[src/rtl/sha2_msg_schedule.sv]
// SHA-2 message-schedule expander: loads one 16-word block and streams W[0..NumRounds-1].
module sha2_msg_schedule #(
  parameter int unsigned Width = 32,
  localparam int unsigned NumRounds = (Width == 64) ? 80 : 64,
  localparam int unsigned IdxW = $clog2(NumRounds)
) (
  input  logic                clk_i,
  input  logic                rst_ni,
  input  logic                flush_i,
  input  logic                blk_valid_i,
  output logic                blk_ready_o,
  input  logic [16*Width-1:0] blk_i,
  output logic                w_valid_o,
  input  logic                w_ready_i,
  output logic [Width-1:0]    w_o,
  output logic [IdxW-1:0]     w_idx_o,
  output logic                w_last_o
);

  // Only SHA-256 and SHA-512 word sizes are meaningful.
  if (Width != 32 && Width != 64) begin : g_bad_width
    $error("sha2_msg_schedule: Width must be 32 or 64");
  end

  localparam int unsigned S0R1 = (Width == 64) ? 1  : 7;
  localparam int unsigned S0R2 = (Width == 64) ? 8  : 18;
  localparam int unsigned S0SH = (Width == 64) ? 7  : 3;
  localparam int unsigned S1R1 = (Width == 64) ? 19 : 17;
  localparam int unsigned S1R2 = (Width == 64) ? 61 : 19;
  localparam int unsigned S1SH = (Width == 64) ? 6  : 10;

  localparam logic [IdxW-1:0] LastIdx = IdxW'(NumRounds - 1);
  localparam logic [IdxW-1:0] PenultIdx = IdxW'(NumRounds - 2);

  typedef enum logic {
    IDLE = 1'b0,
    RUN  = 1'b1
  } state_e;

  state_e           state_q, state_d;
  logic             load, adv;
  logic [Width-1:0] window_q [16];
  logic [Width-1:0] next_w;
  logic [IdxW-1:0]  t_q;
  logic             last_q;

  function automatic logic [Width-1:0] rotr(input logic [Width-1:0] x, input int unsigned n);
    return (x >> n) | (x << (Width - n));
  endfunction

  function automatic logic [Width-1:0] sig0(input logic [Width-1:0] x);
    return rotr(x, S0R1) ^ rotr(x, S0R2) ^ (x >> S0SH);
  endfunction

  function automatic logic [Width-1:0] sig1(input logic [Width-1:0] x);
    return rotr(x, S1R1) ^ rotr(x, S1R2) ^ (x >> S1SH);
  endfunction

  // Next schedule word from the sliding window; words past the last useful one are simply dropped.
  assign next_w = sig1(window_q[14]) + window_q[9] + sig0(window_q[1]) + window_q[0];

  // State register.
  always_ff @(posedge clk_i or negedge rst_ni) begin
    if (!rst_ni) state_q <= IDLE;
    else         state_q <= state_d;
  end

  // Next-state and control decode; flush overrides any handshake.
  always_comb begin
    state_d = state_q;
    load    = 1'b0;
    adv     = 1'b0;
    if (flush_i) begin
      state_d = IDLE;
    end else begin
      case (state_q)
        IDLE: begin
          if (blk_valid_i) begin
            load    = 1'b1;
            state_d = RUN;
          end
        end
        RUN: begin
          if (w_ready_i) begin
            adv = 1'b1;
            if (t_q == LastIdx) state_d = IDLE;
          end
        end
        default: state_d = IDLE;
      endcase
    end
  end

  // Window, round index and last flag.
  always_ff @(posedge clk_i or negedge rst_ni) begin
    if (!rst_ni) begin
      for (int i = 0; i < 16; i++) window_q[i] <= '0;
      t_q    <= '0;
      last_q <= 1'b0;
    end else if (flush_i) begin
      t_q    <= '0;
      last_q <= 1'b0;
    end else if (load) begin
      for (int i = 0; i < 16; i++) window_q[i] <= blk_i[(15-i)*Width +: Width];
      t_q    <= '0;
      last_q <= 1'b0;
    end else if (adv) begin
      for (int i = 0; i < 15; i++) window_q[i] <= window_q[i+1];
      window_q[15] <= next_w;
      t_q    <= (t_q == LastIdx) ? '0 : t_q + IdxW'(1);
      last_q <= (t_q == PenultIdx);
    end
  end

  // Handshake flags are pure decodes of the state register.
  assign blk_ready_o = (state_q == IDLE);
  assign w_valid_o   = (state_q == RUN);
  assign w_o         = window_q[0];
  assign w_idx_o     = t_q;
  assign w_last_o    = last_q;

endmodule

[config.mk]
export PLATFORM = sky130hd
export DESIGN_NAME = sha2_msg_schedule
export DESIGN_NICKNAME = d
export VERILOG_FILES = /design/src/rtl/sha2_msg_schedule.sv
export SDC_FILE = /design/constraint.sdc
export NUM_CORES = 2
export LEC_CHECK = 0
export CAP_MARGIN = 20
export CORE_MARGIN = 5
export CORE_UTILIZATION = 53
export CTS_CLUSTER_DIAMETER = 120
export CTS_CLUSTER_SIZE = 24
export DETAILED_ROUTE_END_ITERATION = 8
export HOLD_SLACK_MARGIN = 0.12
export PLACE_DENSITY = 0.91
export REMOVE_ABC_BUFFERS = 1
export SKIP_LAST_GASP = 1
export SLEW_MARGIN = 20
export SYNTH_ARGS = -nofsm -noshare
export SYNTH_HDL_FRONTEND = slang
export SYNTH_SLANG_ARGS = --single-unit
[constraint.sdc]
create_clock -name clk_i -period 4.7 [get_ports clk_i]
set_clock_uncertainty 0.2 [all_clocks]
set_input_delay 0.94 -clock clk_i [delete_from_list [all_inputs] [get_ports clk_i]]
set_output_delay 0.94 -clock clk_i [all_outputs]
set_load 0.005 [all_outputs]
# Yosys cells after proc, flatten, opt, wreduce, memory -nomap -nowiden
# Cells that the tools add are included.
[word_totals]
regBits = 520
out_inout_bits = 41
in_bits = 517
wordCells = 57
[op_classes]
addsub = 4
n_reduce_logical = 3
bitwise = 10
eq_ne = 2
mux = 19
[op_table]
columns = ["cell", "count"]
rows = [
  ["512-bit two-way mux", 2],
  ["32-bit adder", 3],
  ["32-bit XOR", 2],
  ["13-bit by 32-bit bitwise OR with 32-bit output", 1],
  ["14-bit by 32-bit bitwise OR with 32-bit output", 1],
  ["15-bit by 32-bit bitwise OR with 32-bit output", 1],
  ["25-bit by 32-bit bitwise OR with 32-bit output", 1],
  ["32-bit by 22-bit XOR with 32-bit output", 1],
  ["32-bit by 29-bit XOR with 32-bit output", 1],
  ["6-bit two-way mux", 4],
  ["6-bit == test (second input constant)", 2],
  ["1-bit two-way mux", 12],
  ["6-bit by 1-bit adder with 6-bit output (second input constant)", 1],
  ["3-bit nonzero test", 1],
  ["1-bit NOT", 2],
  ["1-bit case mux with 2 select lines", 1],
  ["2-bit AND reduction", 1],
  ["2-bit nonzero test", 1],
]

# Longest topological paths before layout
[depth]
depth_word = 8
depth_mapped = 16
ltp_nobuf = 15

# Worst setup path after synthesis
# No wires, ideal clock.
[synth_path]
path_kind = "register -> register"
start = "reg window_q[49] (netlist bit)"
end = "reg window_q[28] (netlist bit)"
arrival_time_ns = 3.789
stages_incl_launch_ff = 16
setup_time_ns = 0.126
setup_slack_ns = 0.584
path_buffers = 1
required_ns = 4.374
cell_sequence = "dfrtp_1 > clkbuf_1 > xor2_1 > xnor2_1 > fa_1 > fa_1 > inv_1 > ha_1 > a21o_1 > a221o_1 > a32oi_4 > a21oi_4 > o31ai_4 > a211o_4 > nor4_2 > a311o_1"
[synth_via]
elab_chain_len = 8
[synth_rtl]
columns = ["element", "line_no", "text"]
rows = [
  ["from (decl)", "42", "logic [Width-1:0] window_q [16];"],
  ["15-bit by 32-bit bitwise OR with 32-bit output", "48", "return (x >> n) | (x << (Width - n));"],
  ["32-bit XOR", "56", "return rotr(x, S1R1) ^ rotr(x, S1R2) ^ (x >> S1SH);"],
  ["32-bit by 22-bit XOR with 32-bit output (*)", "56", ""],
  ["32-bit adder (*) (3 in a row)", "60", "assign next_w = sig1(window_q[14]) + window_q[9] + sig0(window_q[1]) + window_q[0];"],
  ["512-bit two-way mux (*)", "107", "end else if (adv) begin"],
  ["512-bit two-way mux (*)", "103", "end else if (load) begin"],
]
# Every way passes the cells marked *; elsewhere a longest branch is shown, timed or not. The select of a mux whose other input is x is not followed.
# A chain may end at the register's enable or synchronous reset.

# Worst setup path after layout
[layout_path]
start = "reg window_q[56] (netlist bit)"
end = "reg window_q[28] (netlist bit)"
[layout_via]
elab_chain_len = 8
word_cells_on_any_way = 9
[layout_rtl]
columns = ["element", "line_no"]
rows = [
  ["13-bit by 32-bit bitwise OR with 32-bit output / 15-bit by 32-bit bitwise OR with 32-bit output (equally long branches)", "48"],
  ["32-bit XOR", "56"],
  ["32-bit by 22-bit XOR with 32-bit output (*)", "56"],
  ["32-bit adder (*) (3 in a row)", "60"],
  ["512-bit two-way mux (*)", "107"],
  ["512-bit two-way mux (*)", "103"],
]
# Marked as above.

==> impl_results.html <==
<table>
<tr><th>Metric</th><th>Value</th></tr>
<tr><th colspan="2">Status</th></tr>
<tr><td>Result of the run</td><td>completed</td></tr>
<tr><th colspan="2">Drt</th></tr>
<tr><td>DRC marker count from the first detailed-route iteration</td><td>2,575</td></tr>
<tr><td>Final Routed Wirelength</td><td>between 90 and 100 mm</td></tr>
<tr><td>Final routed DRC violation total</td><td>0</td></tr>
<tr><td>Vias post-DR</td><td>~25,000</td></tr>
<tr><td>First-pass iteration count of the detailed router</td><td>6</td></tr>
<tr><td>Via-to-Cell Ratio</td><td>approximately 5.7</td></tr>
<tr><td>Post-route antenna net violation count</td><td>0</td></tr>
<tr><td>Wire length per cell</td><td>between 20 and 25 um</td></tr>
<tr><th colspan="2">CTS</th></tr>
<tr><td>Number of buffers inserted by post-CTS setup repair</td><td>0</td></tr>
<tr><td>Source-to-sink clock delay at the later pin of the worst-skew pair</td><td>between 0.5 and 0.6 ns</td></tr>
<tr><td># resized after CTS</td><td>0</td></tr>
<tr><td>Register clock-pin slew on the reported worst setup and hold paths</td><td>0.11 ns</td></tr>
<tr><td>CTS max path bufs</td><td>3</td></tr>
<tr><td>Sink count of the clock tree</td><td>520</td></tr>
<tr><td>CTS root buf</td><td>sky130_fd_sc_hd__clkbuf_16</td></tr>
<tr><td>Level count of the clock H-tree</td><td>1</td></tr>
<tr><td>Num CTS Buffers</td><td>25</td></tr>
<tr><td>TritonCTS clock tree</td><td>built</td></tr>
<tr><td>Hold-fix buffers at CTS</td><td>0</td></tr>
<tr><th colspan="2">STA</th></tr>
<tr><td>Final critical path time including I/O delays and setup</td><td>approximately 4.5 ns</td></tr>
<tr><td>Max-Slew Margin vs Limit</td><td>35.2%</td></tr>
<tr><td>Highest achievable clock rate</td><td>~220 MHz</td></tr>
<tr><td>Pins Over Slew Limit</td><td>0</td></tr>
<tr><td>Aggregate negative setup slack</td><td>0 ns</td></tr>
<tr><td>RSZ-0062 raised after global routing</td><td>false</td></tr>
<tr><td>Setup violations, final</td><td>0</td></tr>
<tr><td>Final clock period utilization by the worst path</td><td>95.6%</td></tr>
<tr><td>Slew at the pin closest to its max-slew limit</td><td>just under 1 ns</td></tr>
<tr><td>Count of endpoints failing hold in the final timing report</td><td>0</td></tr>
<tr><th colspan="2">Floorplan</th></tr>
<tr><td>Core region area</td><td>approximately 52,000 um2</td></tr>
<tr><td>Number of top-level pins</td><td>approximately 560</td></tr>
<tr><td># rows</td><td>84</td></tr>
<tr><td>Die area</td><td>roughly 57,000 um2</td></tr>
<tr><td>Die boundary width</td><td>~240 um</td></tr>
<tr><td>Die Span Y</td><td>about 240 um</td></tr>
<tr><td>Initial Utilization</td><td>53.2%</td></tr>
<tr><th colspan="2">Synth</th></tr>
<tr><td>Post-synth EDFFs</td><td>0</td></tr>
<tr><td>Mean area per synthesized cell</td><td>between 8 and 9 um2</td></tr>
<tr><td>Part of the Yosys area used for sequential elements</td><td>between 40% and 50%</td></tr>
<tr><td>Async S/R FF share, synth</td><td>between 90% and 100%</td></tr>
<tr><td>Top_reg_cell synth</td><td>sky130_fd_sc_hd__dfrtp_1</td></tr>
<tr><td>Distinct cell type count after synthesis</td><td>56</td></tr>
<tr><td>Flip-flop and latch count after synthesis</td><td>520</td></tr>
<tr><td>Total standard cell area after synthesis</td><td>~28,000 um2</td></tr>
<tr><td>Yosys Warn Count</td><td>0</td></tr>
<tr><td>Number of instances in the synthesized netlist</td><td>between 3,000 and 4,000</td></tr>
<tr><th colspan="2">Setup path</th></tr>
<tr><td>Count of cells along the worst register-to-register path</td><td>14</td></tr>
<tr><td>Worst EP required</td><td>~5 ns</td></tr>
<tr><td>Endpoint arrival time on the critical path</td><td>~4.8 ns</td></tr>
<tr><td>Setup CP Type</td><td>register to register</td></tr>
<tr><td>Category of the worst setup path capture point</td><td>register</td></tr>
<tr><td>Element type at the critical path start</td><td>register</td></tr>
<tr><td>Highest fanout seen on the critical path</td><td>6</td></tr>
<tr><th colspan="2">Power and ir drop</th></tr>
<tr><td>IR drop worst, VDD</td><td>slightly above 0.8 mV</td></tr>
<tr><td>Pwr Total</td><td>between 30 and 40 mW</td></tr>
<tr><td>Power per unit of standard cell area</td><td>943 nW/um2</td></tr>
<tr><td>P_leak</td><td>15.0 nW</td></tr>
<tr><th colspan="2">Global routing</th></tr>
<tr><td>Maximum number of pins on one net before global-route repair</td><td>about 200</td></tr>
<tr><td>Number of antenna violations at the first check in global routing</td><td>25</td></tr>
<tr><td>Global-route wire length before repair</td><td>around 140 mm</td></tr>
<tr><td>Via count of the first global-routing pass</td><td>between 20,000 and 25,000</td></tr>
<tr><td>Total routing resource utilization after global routing</td><td>around a third</td></tr>
<tr><td>Remaining Overflow, GRT</td><td>0</td></tr>
<tr><th colspan="2">Run</th></tr>
<tr><td>MaxCap Viol Count</td><td>0</td></tr>
<tr><th colspan="2">Worst hold path</th></tr>
<tr><td>Path class of the lowest-slack min-delay path</td><td>input pin to async pin</td></tr>
<tr><th colspan="2">Cells and area</th></tr>
<tr><td>Fraction of final layout cells with drive strength greater than 1</td><td>slightly above 3%</td></tr>
<tr><td>Net total in the final layout</td><td>4,364</td></tr>
<tr><td>Syn-to-layout area delta</td><td>23.8%</td></tr>
<tr><th colspan="2">Place</th></tr>
<tr><td>PortBufs</td><td>around 560</td></tr>
<tr><td>Placed wire-length estimate</td><td>between 70 and 80 mm</td></tr>
<tr><td>Final weighted congestion in routability-driven placement</td><td>~1</td></tr>
</table>
worst max-delay path, cell delays in order, from the launching register on:
cell and delay, ns:
sky130_fd_sc_hd__dfrtp_1 0.49, sky130_fd_sc_hd__xor2_1 0.21, sky130_fd_sc_hd__xnor2_1 0.26, sky130_fd_sc_hd__fa_1 0.48, sky130_fd_sc_hd__fa_1 0.48, sky130_fd_sc_hd__inv_1 0.04
sky130_fd_sc_hd__ha_1 0.36, sky130_fd_sc_hd__a21o_1 0.19, sky130_fd_sc_hd__a221o_1 0.41, sky130_fd_sc_hd__a32oi_4 0.23, sky130_fd_sc_hd__a21oi_4 0.14, sky130_fd_sc_hd__o31ai_4 0.31
sky130_fd_sc_hd__a211o_4 0.20, sky130_fd_sc_hd__nor4_2 0.04, sky130_fd_sc_hd__a311o_1 0.34
cell families (layout without fill, tap and decap cells):
logic type                 count (synthesis)  after routing  synth area share [%]
and+or+nand+nor                         1556           1556                  21.4
AOI/OAI and AO/OA                        646            646                  14.7
DFF                                      520            520                  46.8
buffers and inverters                    450            788                  6.52
xor gates and xnor gates                 146            146                  4.60
adders and majority gates                 95             95                  5.95
other                                      0             13                     0
sequential cells by signal, indices dropped and copies added (netlist names):
register,count
w_o,32
w_last_o,1
window_q,480
w_idx_o,6
w_valid_o,1
metrics by stage:
step | area [um2] | instances | worst slack, ns | util [%] | hold slack (ns)
5_1_grt | 34400 | 4449 | 0.0243 | 65.9 | 0.319
3_3_place_gp | 33700 | 4413 | 0.288 | 64.6 | 0.263
4_1_cts | 34400 | 4439 | 0.201 | 65.8 | 0.279
3_5_place_dp | 33700 | 4413 | 0.222 | 64.6 | 0.285
6_report | 34400 | 4452 | 0.205 | 65.9 | 0.271
2_1_floorplan | 26500 | 3096 | -24.11 | - | 0.250
layer usage:
metal  share of wire, %  track usage, %  wire [um]  up-vias
met1                 39            42.1      37000    12219
met3                9.1            7.06       8560      212
li1                   -               -          -    11815
met5               0.17               0        156        -
met2                 47            50.6      43800     1142
met4                4.5            12.1       4250       24
final timing paths:
kind | from | endpoint | slack [ns]
setup / recovery | window_q[56] | window_q[28] | 0.21
hold / removal | rst_ni | window_q[111] | 0.27
setup reg to reg | window_q[56] | window_q[28] | 0.21
hold reg to reg | window_q[4] | window_q[4] | 0.30
max in group asynchronous | rst_ni | window_q[410] | 3.01
min in group clk_i | window_q[4] | window_q[4] | 0.30
cells in the final DEF, fill, tap and decap left out, types with 25 or more instances in the layout:
master and n:
sky130_fd_sc_hd__a21oi_1 50, sky130_fd_sc_hd__a31oi_1 487, sky130_fd_sc_hd__buf_4 51, sky130_fd_sc_hd__clkbuf_16 25
sky130_fd_sc_hd__clkdlybuf4s50_1 556, sky130_fd_sc_hd__dfrtp_1 520, sky130_fd_sc_hd__fa_1 62, sky130_fd_sc_hd__ha_1 33
sky130_fd_sc_hd__inv_1 133, sky130_fd_sc_hd__nand2_1 1002, sky130_fd_sc_hd__nor2_1 514, sky130_fd_sc_hd__o21ai_0 36
sky130_fd_sc_hd__xnor2_1 92, sky130_fd_sc_hd__xor2_1 54
cell type report:
type | count | area (um2)
clock inverters | 1 | 8.76
well taps | 688 | 861
repair buffers | 629 | 6380
inverters | 133 | 499
diodes | 13 | 32.5
clock buffers | 25 | 626
flip-flops and latches | 520 | 13000
multi-input cells | 2443 | 13000
fillers | 4249 | 17800
cells in the mapped netlist, types with 3 or more instances:
cell,count,area share [%]
sky130_fd_sc_hd__nand2_1,1003,14
sky130_fd_sc_hd__dfrtp_1,520,47
sky130_fd_sc_hd__nor2_1,515,7.0
sky130_fd_sc_hd__a31oi_1,487,11
sky130_fd_sc_hd__clkbuf_1,282,3.8
sky130_fd_sc_hd__inv_1,133,1.8
sky130_fd_sc_hd__xnor2_1,92,2.9
sky130_fd_sc_hd__fa_1,62,4.5
sky130_fd_sc_hd__xor2_1,54,1.7
sky130_fd_sc_hd__a21oi_1,50,0.90
sky130_fd_sc_hd__o21ai_0,36,0.65
sky130_fd_sc_hd__ha_1,33,1.5
sky130_fd_sc_hd__buf_4,32,0.86
sky130_fd_sc_hd__a22oi_1,11,0.30
sky130_fd_sc_hd__a21o_1,10,0.27
sky130_fd_sc_hd__nor3_1,8,0.14
sky130_fd_sc_hd__nand4_1,7,0.16
sky130_fd_sc_hd__o21ai_1,7,0.13
sky130_fd_sc_hd__nand3_1,6,0.11
sky130_fd_sc_hd__o21bai_1,5,0.14
sky130_fd_sc_hd__o22ai_1,5,0.11
sky130_fd_sc_hd__o21a_1,4,0.11
sky130_fd_sc_hd__a211oi_1,3,0.081
sky130_fd_sc_hd__o221ai_1,3,0.095
sky130_fd_sc_hd__o31a_1,3,0.095
report_power, final:
group / internal, mW / switching (mW)
combinational: 9.24 / 13.3
clock: 0.959 / 1.46
sequential: 6.10 / 1.41
total: 16.3 / 16.2
(Power assumes the default switching activity.)
